==> src/rtl/mem_access_arbiter_if.sv <==
`timescale 1ns/1ps
// Purpose : bundles the fetch port, data port, status and memory-side signals of mem_access_arbiter.
// Latency : none, wires only.
// Backpressure: requesters hold req level until their ack; the memory side has no stall path.
// Ports   : if_req/if_addr/if_ack        instruction fetch port
//           d_req/d_we/d_addr/d_wdata/d_ack  data load/store port
//           rdata/err/busy                shared completion data and status
//           mem_addr/mem_din/mem_re/mem_we/mem_dout  single-port memory connection
// slave modport = arbiter view, master modport = requesters plus memory view.
interface mem_access_arbiter_if #(
  parameter int DATA_W = 18,
  parameter int ADDR_W = 13
);
  logic              if_req;
  logic [ADDR_W-1:0] if_addr;
  logic              if_ack;
  logic              d_req;
  logic              d_we;
  logic [ADDR_W-1:0] d_addr;
  logic [DATA_W-1:0] d_wdata;
  logic              d_ack;
  logic [DATA_W-1:0] rdata;
  logic              err;
  logic              busy;
  logic [ADDR_W-1:0] mem_addr;
  logic [DATA_W-1:0] mem_din;
  logic              mem_re;
  logic              mem_we;
  logic [DATA_W-1:0] mem_dout;

  modport slave (
    input  if_req, if_addr, d_req, d_we, d_addr, d_wdata, mem_dout,
    output if_ack, d_ack, rdata, err, busy, mem_addr, mem_din, mem_re, mem_we
  );

  modport master (
    output if_req, if_addr, d_req, d_we, d_addr, d_wdata, mem_dout,
    input  if_ack, d_ack, rdata, err, busy, mem_addr, mem_din, mem_re, mem_we
  );
endinterface

==> src/rtl/mem_access_arbiter.sv <==
`timescale 1ns/1ps
// Purpose : arbitrates fetch and data ports onto one single-port memory, one operation at a time.
// Latency : request sampled in IDLE at T; read acks at T+3, write or out-of-range acks at T+2.
// Backpressure: requests are level-held until ack; nothing is queued while busy.
// Ports   : clk, rst (async active-low); bus = mem_access_arbiter_if.slave carrying both
//           requester ports, rdata/err/busy and the memory address/data/enable signals.
// All outputs come straight from flops.
module mem_access_arbiter #(
  parameter int DATA_W     = 18,
  parameter int ADDR_W     = 13,
  parameter int DEPTH_LOG2 = 7
) (
  input logic              clk,
  input logic              rst,
  mem_access_arbiter_if.slave bus
);

  typedef enum logic [1:0] {IDLE, ISSUE, WAIT, DONE} state_t;

  state_t            state, state_nxt;
  logic              last_d, last_d_nxt;   // 1: data port got the most recent grant
  logic              gnt_d, gnt_d_nxt;     // port owning the current operation
  logic              we_q, we_nxt;
  logic              oor_q, oor_nxt;
  logic [ADDR_W-1:0] addr_q, addr_nxt;
  logic [DATA_W-1:0] din_q, din_nxt;
  logic              re_q, re_nxt;
  logic              wr_q, wr_nxt;
  logic              if_ack_q, if_ack_nxt;
  logic              d_ack_q, d_ack_nxt;
  logic              err_q, err_nxt;
  logic              busy_q, busy_nxt;
  logic [DATA_W-1:0] rdata_q, rdata_nxt;

  logic              sel_d;
  logic              sel_we;
  logic              sel_oor;
  logic [ADDR_W-1:0] sel_addr;

  always_comb begin
    state_nxt  = state;
    last_d_nxt = last_d;
    gnt_d_nxt  = gnt_d;
    we_nxt     = we_q;
    oor_nxt    = oor_q;
    addr_nxt   = addr_q;
    din_nxt    = din_q;
    re_nxt     = 1'b0;
    wr_nxt     = 1'b0;
    if_ack_nxt = 1'b0;
    d_ack_nxt  = 1'b0;
    err_nxt    = 1'b0;
    rdata_nxt  = rdata_q;
    sel_d      = 1'b0;
    sel_we     = 1'b0;
    sel_oor    = 1'b0;
    sel_addr   = '0;

    case (state)
      IDLE: begin
        if (bus.if_req || bus.d_req) begin
          // On a tie the port that did not win last time gets the grant.
          sel_d    = bus.d_req && (!bus.if_req || !last_d);
          sel_addr = sel_d ? bus.d_addr : bus.if_addr;
          sel_we   = sel_d && bus.d_we;
          sel_oor  = |sel_addr[ADDR_W-1:DEPTH_LOG2];
          gnt_d_nxt  = sel_d;
          last_d_nxt = sel_d;
          we_nxt     = sel_we;
          oor_nxt    = sel_oor;
          addr_nxt   = sel_addr;
          if (sel_we && !sel_oor) din_nxt = bus.d_wdata;
          // Enables are set here so they are registered high for exactly the ISSUE cycle.
          re_nxt    = !sel_we && !sel_oor;
          wr_nxt    = sel_we && !sel_oor;
          state_nxt = ISSUE;
        end
      end
      ISSUE: begin
        if (!we_q && !oor_q) begin
          state_nxt = WAIT;
        end else begin
          state_nxt  = DONE;
          if_ack_nxt = !gnt_d;
          d_ack_nxt  = gnt_d;
          err_nxt    = oor_q;
          if (oor_q) rdata_nxt = '0;
        end
      end
      WAIT: begin
        // Memory output is valid this cycle; capture it for the DONE cycle.
        state_nxt  = DONE;
        rdata_nxt  = bus.mem_dout;
        if_ack_nxt = !gnt_d;
        d_ack_nxt  = gnt_d;
      end
      DONE: begin
        state_nxt = IDLE;
      end
      default: begin
        state_nxt = IDLE;
      end
    endcase

    busy_nxt = (state_nxt != IDLE);
  end

  always_ff @(posedge clk or negedge rst) begin
    if (!rst) begin
      state    <= IDLE;
      last_d   <= 1'b0;
      gnt_d    <= 1'b0;
      we_q     <= 1'b0;
      oor_q    <= 1'b0;
      addr_q   <= '0;
      din_q    <= '0;
      re_q     <= 1'b0;
      wr_q     <= 1'b0;
      if_ack_q <= 1'b0;
      d_ack_q  <= 1'b0;
      err_q    <= 1'b0;
      busy_q   <= 1'b0;
      rdata_q  <= '0;
    end else begin
      state    <= state_nxt;
      last_d   <= last_d_nxt;
      gnt_d    <= gnt_d_nxt;
      we_q     <= we_nxt;
      oor_q    <= oor_nxt;
      addr_q   <= addr_nxt;
      din_q    <= din_nxt;
      re_q     <= re_nxt;
      wr_q     <= wr_nxt;
      if_ack_q <= if_ack_nxt;
      d_ack_q  <= d_ack_nxt;
      err_q    <= err_nxt;
      busy_q   <= busy_nxt;
      rdata_q  <= rdata_nxt;
    end
  end

  assign bus.if_ack   = if_ack_q;
  assign bus.d_ack    = d_ack_q;
  assign bus.err      = err_q;
  assign bus.busy     = busy_q;
  assign bus.rdata    = rdata_q;
  assign bus.mem_addr = addr_q;
  assign bus.mem_din  = din_q;
  assign bus.mem_re   = re_q;
  assign bus.mem_we   = wr_q;

endmodule

==> src/flat_wrapper.sv <==
// flat-port wrapper written by rule: the top's interface ports become plain ports
module mem_access_arbiter_flat 
#(
  parameter int DATA_W     = 18,
  parameter int ADDR_W     = 13,
  parameter int DEPTH_LOG2 = 7
)
  (clk, rst, bus_if_req, bus_if_addr, bus_d_req, bus_d_we, bus_d_addr, bus_d_wdata, bus_mem_dout, bus_if_ack, bus_d_ack, bus_rdata, bus_err, bus_busy, bus_mem_addr, bus_mem_din, bus_mem_re, bus_mem_we);
  mem_access_arbiter_if #(.DATA_W(DATA_W), .ADDR_W(ADDR_W)) bus_i ();
  input logic clk;
  input logic rst;
  input wire logic [$bits(bus_i.if_req)-1:0] bus_if_req;
  input wire logic [$bits(bus_i.if_addr)-1:0] bus_if_addr;
  input wire logic [$bits(bus_i.d_req)-1:0] bus_d_req;
  input wire logic [$bits(bus_i.d_we)-1:0] bus_d_we;
  input wire logic [$bits(bus_i.d_addr)-1:0] bus_d_addr;
  input wire logic [$bits(bus_i.d_wdata)-1:0] bus_d_wdata;
  input wire logic [$bits(bus_i.mem_dout)-1:0] bus_mem_dout;
  output wire logic [$bits(bus_i.if_ack)-1:0] bus_if_ack;
  output wire logic [$bits(bus_i.d_ack)-1:0] bus_d_ack;
  output wire logic [$bits(bus_i.rdata)-1:0] bus_rdata;
  output wire logic [$bits(bus_i.err)-1:0] bus_err;
  output wire logic [$bits(bus_i.busy)-1:0] bus_busy;
  output wire logic [$bits(bus_i.mem_addr)-1:0] bus_mem_addr;
  output wire logic [$bits(bus_i.mem_din)-1:0] bus_mem_din;
  output wire logic [$bits(bus_i.mem_re)-1:0] bus_mem_re;
  output wire logic [$bits(bus_i.mem_we)-1:0] bus_mem_we;
  assign bus_i.if_req = bus_if_req;
  assign bus_i.if_addr = bus_if_addr;
  assign bus_i.d_req = bus_d_req;
  assign bus_i.d_we = bus_d_we;
  assign bus_i.d_addr = bus_d_addr;
  assign bus_i.d_wdata = bus_d_wdata;
  assign bus_i.mem_dout = bus_mem_dout;
  assign bus_if_ack = bus_i.if_ack;
  assign bus_d_ack = bus_i.d_ack;
  assign bus_rdata = bus_i.rdata;
  assign bus_err = bus_i.err;
  assign bus_busy = bus_i.busy;
  assign bus_mem_addr = bus_i.mem_addr;
  assign bus_mem_din = bus_i.mem_din;
  assign bus_mem_re = bus_i.mem_re;
  assign bus_mem_we = bus_i.mem_we;
  mem_access_arbiter #(.DATA_W(DATA_W), .ADDR_W(ADDR_W), .DEPTH_LOG2(DEPTH_LOG2)) u_core (.clk(clk), .rst(rst), .bus(bus_i));
endmodule
==> config.mk <==
export PLATFORM = sky130hd
export DESIGN_NAME = mem_access_arbiter_flat
export DESIGN_NICKNAME = d
export VERILOG_FILES = /design/src/rtl/mem_access_arbiter_if.sv /design/src/rtl/mem_access_arbiter.sv /design/src/flat_wrapper.sv
export SDC_FILE = /design/constraint.sdc
export NUM_CORES = 1
export LEC_CHECK = 0
export BUFFER_PORTS_ARGS = -buffer_cell sky130_fd_sc_hd__clkbuf_2
export CORE_MARGIN = 8
export CORE_UTILIZATION = 30
export DETAILED_ROUTE_END_ITERATION = 12
export PLACE_DENSITY = 0.57
export REMOVE_ABC_BUFFERS = 1
export SYNTH_ARGS = -nofsm -noshare
export SYNTH_HDL_FRONTEND = slang
export SYNTH_SLANG_ARGS = --single-unit
==> constraint.sdc <==
create_clock -name clk -period 1.75 [get_ports clk]
set_input_delay 0.175 -clock clk [delete_from_list [all_inputs] [get_ports clk]]
set_output_delay 0.175 -clock clk [all_outputs]
set_load 0.01 [all_outputs]
After elaboration in Yosys (flattened, before gate mapping). Index checks and enable logic that the tools add are counted.

Logic and storage cells: 55. Output and inout bits: 55. Register bits after elaboration: 60.

Equal/unequal tests: 5. Reduce and logical (&&, ||, !) cells: 20. Mux-type cells: 17.

Operators with widths (count): 18-bit two-way mux (2); 18-bit case mux with 2 select lines (1); 13-bit two-way mux (1); 1-bit two-way mux (9); 2-bit case mux with 4 select lines (1); 1-bit logical NOT (6); 3-bit AND reduction (2); 6-bit OR reduction (1); 1-bit logical AND (5); 2-bit == test (second input constant) (2); 1-bit case mux with 2 select lines (2); 2-bit nonzero test (2); 2-bit by 1-bit == test with 1-bit output (second input constant) (1); 2-bit logical NOT (1); 1-bit logical OR (2); 2-bit two-way mux (1); 2-bit by 1-bit inequality test with 1-bit output (second input constant) (1); 2-bit inequality test (second input constant) (1); 2-bit AND reduction (1).

Depth between registers and ports, before layout.
Depth after elaboration: 9. Depth in mapped cells: 7. Depth with buffers taken out: 5.

Least setup slack after synthesis. Ideal clock, no wire load.

Path type: reg2reg. Start point: register u_core.state[0]. End point: register u_core.din_q[10] (netlist: u_core.bus.mem_din[10]). Setup slack: 80 ps. Clock period less this slack: 1670 ps. Required time: 1625 ps. Cell stages (with the launch flop): 7. Setup time: 125 ps. Arrival time: 1545 ps. Buffers on the path: 1. Cells stage by stage: dfrtp_1 inv_1 ha_1 and3_1 nand4_4 buf_6 mux2_4.

Word-level cells in the longest chain between the ends: 2.

RTL lines: from (decl) (RTL line mem_access_arbiter.sv:20) `state_t state, state_nxt;`; from (signal assigned) (RTL line mem_access_arbiter.sv:125) `state <= state_nxt;`; 2-bit logical NOT (RTL line mem_access_arbiter.sv:59) `case (state)`; 3-bit AND reduction (no source line); to (signal assigned) (RTL line mem_access_arbiter.sv:131) `din_q <= din_nxt;`; to (decl) (RTL line mem_access_arbiter.sv:26) `logic [DATA_W-1:0] din_q, din_nxt;`.

Every way passes these cells. A chain may end at the register's enable or synchronous reset.

Worst setup path in the final report.
Start point: register u_core.state[0]. End point: register u_core.din_q[2] (netlist: u_core.bus.mem_din[2]).

The elaborated chain is that of the path after synthesis.

==> flow_summary.toml <==
[yosys]
yosys_warnings = 0
ys_types = 28
syn_inst = 217
synth_edf_count = 0
synth_top_area_share_pct = 57.7
syn_area_per_cell_um2 = 12.0
yosysMostFrequentCell = "dfrtp_1"
yosysTopAreaCell = "dfrtp_1"
ys_dominant_reg_cell = "dfrtp_1"
yosysSeqAreaShare_pct = 57.7
synthTopCellsByCount = "dfrtp_1, nand2_1, mux2i_1, inv_1, o21ai_0"
synth.area.top_cells = "dfrtp_1, mux2i_1, mux2_4"
async_flop_share_pct = 100
synth_area_um2 = 2600
ys_ff_latch = 60

[clocking]
cts_sinks = 60
cts_tree = "yes"
cts_resized = 0
cts_buffers = 9
htree_levels = 3
root_buffer = "clkbuf_8"
cts_max_path_buffers = 2
clk_latency_ns = 0.33
clk_pin_slew_ns = 0.07

[power]
power.density_nw_per_um2 = 1500
ir_drop_v = 0.000624
p_total_uw = 5360
p_leak_uw = 0.00200

[finish]
syn2layout_area_growth_pct = 37.3
n_antenna_cell = 0
postLayoutCellArea_um2 = 3570
nNetsFinal = 418
drive_gt1_share_pct = 47.2
fin_cells = 460

[detailed_routing]
wl_met2_um = 2970
wl_per_cell_um = 14.0
via_count = 1980
routed-wl-met3_um = 624
wl_um = 6420
drt_pass1_iterations = 3
top_layer = "met4"
wl_met1_um = 2740
viasPerCell = 4.30
dr.first_iter.drc_count = 53
ant_nets = 0
drc_errors = 0

[timing]
fin_setup_tns_ns = 0
tightest_slew_ns = 0.607
fin_crit_sh_pct = 92.5
finalCriticalPeriod_ns = 1.62
finClkSkew_ns = 0.0114
maxSlewHeadroom_pct = 59.5
hold_viol = 0
setup_violations = 0
timing.hold.ws_ns = 0.0717
rsz0062_at_grt = "no"
slew_viol_final = 0
max_freq_ghz = 0.618

[worst_setup_path]
crit_type = "register to register"
r2r_end = "u_core.bus.mem_din[2]$_DFFE_PN0P_"
cp.required_ns = 1.95
cp_max_fo = 19
r2r_start = "u_core.state[0]$_DFF_PN0_"
slowest_delay_ns = 0.38
crit_path_end_kind = "register"
path_buf_inv = 2
crit_arrival_ns = 1.82
rr_worst_depth = 6
cp_top_family = "flip-flops"
crit_path_top_delay_cell = "dfrtp_1"
timing.reg2reg.setup_slack_ns = 0.13
start_kind = "register"
worstPathCellList = "inv_1, ha_1, and3_1, nand4_4, buf_12, mux2_2"

[die]
die-area_um2 = 11900
core_um2 = 8550
die-width_um = 109
top_level_ports = 122
rows = 34
fp.dieH_um = 109
start_util_pct = 30.4

[job]
maxCapViolations = 0

[min_path]
min_path_cells = 3
hold_end = "u_core.bus.rdata[15]$_DFFE_PN0P_"
hp-class = "input port to register"
hp-start = "bus_mem_dout[15]"

[placement]
dpl.hpwl_um = 4930
dpl_cell_area_um2 = 3410
place_inst = 444
globalplace.congestion = 0.741
io_buffers = 121

[grt]
antenna_found_initial = 0
gr-usage-all-layers_pct = 10.9
grt_max_degree = 61
grt_pass1_vias = 2265
grt-ovfl-total = 0
grt_pass1_wl_um = 10200

[outcome]
outcome = "complete, no violations"
-- tightest hold or removal path, delay by kind of cell --
family        cells  cell delay (ns)
buf+inv           1             0.08
simple gates      1             0.05
mux               1             0.05
-- layer usage --
layer | global-route usage [%] | vias to the layer above
met2 | 16.8 | 78
met4 | 4.99 | 0
met1 | 12.9 | 916
li1 | - | 978
met5 | 0 | -
met3 | 4.85 | 8
-- layout make-up --
cell class	count	area [um^2]
fill	849	4980
sequential	60	1500
multi-input combinational	125	975
timing repair buffer	129	718
tap	108	135
clock buffer	9	124
inverter	23	86.3
clock inverter	6	32.5
-- registers in the layout, summed over array words and instances (netlist names) --
register and cells:
u_core.bus.mem_we 1, u_core.bus.mem_din 18, u_core.last_d 1, u_core.state 2
u_core.bus.if_ack 1, u_core.oor_q 1, u_core.we_q 1, u_core.bus.busy 1
u_core.bus.d_ack 1, u_core.bus.mem_re 1, u_core.bus.rdata 18, u_core.bus.err 1
u_core.bus.mem_addr 13
-- placed cells by master (no fill, tap or decap) --
cell and instances:
a22o_1 2, nor4_4 1, mux2_2 9, o21a_1 1, clkinv_2 5, o21ai_2 2
dfrtp_1 60, o21bai_1 1, o31ai_1 1, a31oi_1 1, clkbuf_8 9, nor2_1 6
mux2_4 9, o21ai_0 14, and2_1 1, nor4b_1 1, nor3_1 2, buf_12 4
dlygate4sd3_1 1, nand4_4 1, inv_1 23, a21oi_1 1, nand2_1 33, and3_1 2
ha_1 3, or4_1 1, clkbuf_2 121, buf_4 3, clkinvlp_4 1, nor4_1 1
a21boi_2 1, mux2i_1 31
-- where the power goes --
| group | switching (uW) | leakage [uW] | internal [uW] |
|---|---|---|---|
| logic | 1210 | 0.00112 | 1020 |
| registers | 260 | 0.000791 | 1850 |
| clock network | 520 | 0.0000844 | 492 |
-- through the flow --
stage	setup WS, ns	util [%]
2_1_floorplan	-1.12	-
3_3_place_gp	0.193	39.8
3_5_place_dp	0.140	39.8
4_1_cts	0.133	41.8
5_1_grt	0.0774	41.8
6_report	0.131	41.8
-- worst max-delay path by stage --
stage                              start                                 to  slack (ns)  cells after the start
6_report       u_core.state[0]$_DFF_PN0_  u_core.bus.mem_din[2]$_DFFE_PN0P_        0.13                      6
5_1_grt        u_core.state[0]$_DFF_PN0_  u_core.bus.mem_din[3]$_DFFE_PN0P_        0.08                      6
4_1_cts        u_core.state[0]$_DFF_PN0_  u_core.bus.mem_din[2]$_DFFE_PN0P_        0.13                      6
3_5_place_dp   u_core.state[0]$_DFF_PN0_  u_core.bus.mem_din[0]$_DFFE_PN0P_        0.14                      6
3_3_place_gp   u_core.state[0]$_DFF_PN0_  u_core.bus.mem_din[5]$_DFFE_PN0P_        0.19                      6
2_1_floorplan  u_core.state[1]$_DFF_PN0_    u_core.bus.rdata[0]$_DFFE_PN0P_       -1.12                      5
-- repair_timing --
item | 4_1_cts | 5_1_grt
endpoints found under the hold margin | 60 | 0
hold buffers | 1 | 0
setup buffers | 0 | 0
setup endpoints to repair | 0 | 0
-- logic make-up (layout without fill, tap and decap cells) --
family,after synthesis,in the layout,synth area share [%]
AO/OA/AOI/OAI,24,24,5.48
adder cells (fa/ha/maj),3,3,1.44
AND/OR/NAND/NOR,49,49,9.23
multiplexers,49,49,21.0
flip-flops,60,60,57.7
buffers and inverters,32,167,5.14
(Power assumes the default switching activity.)
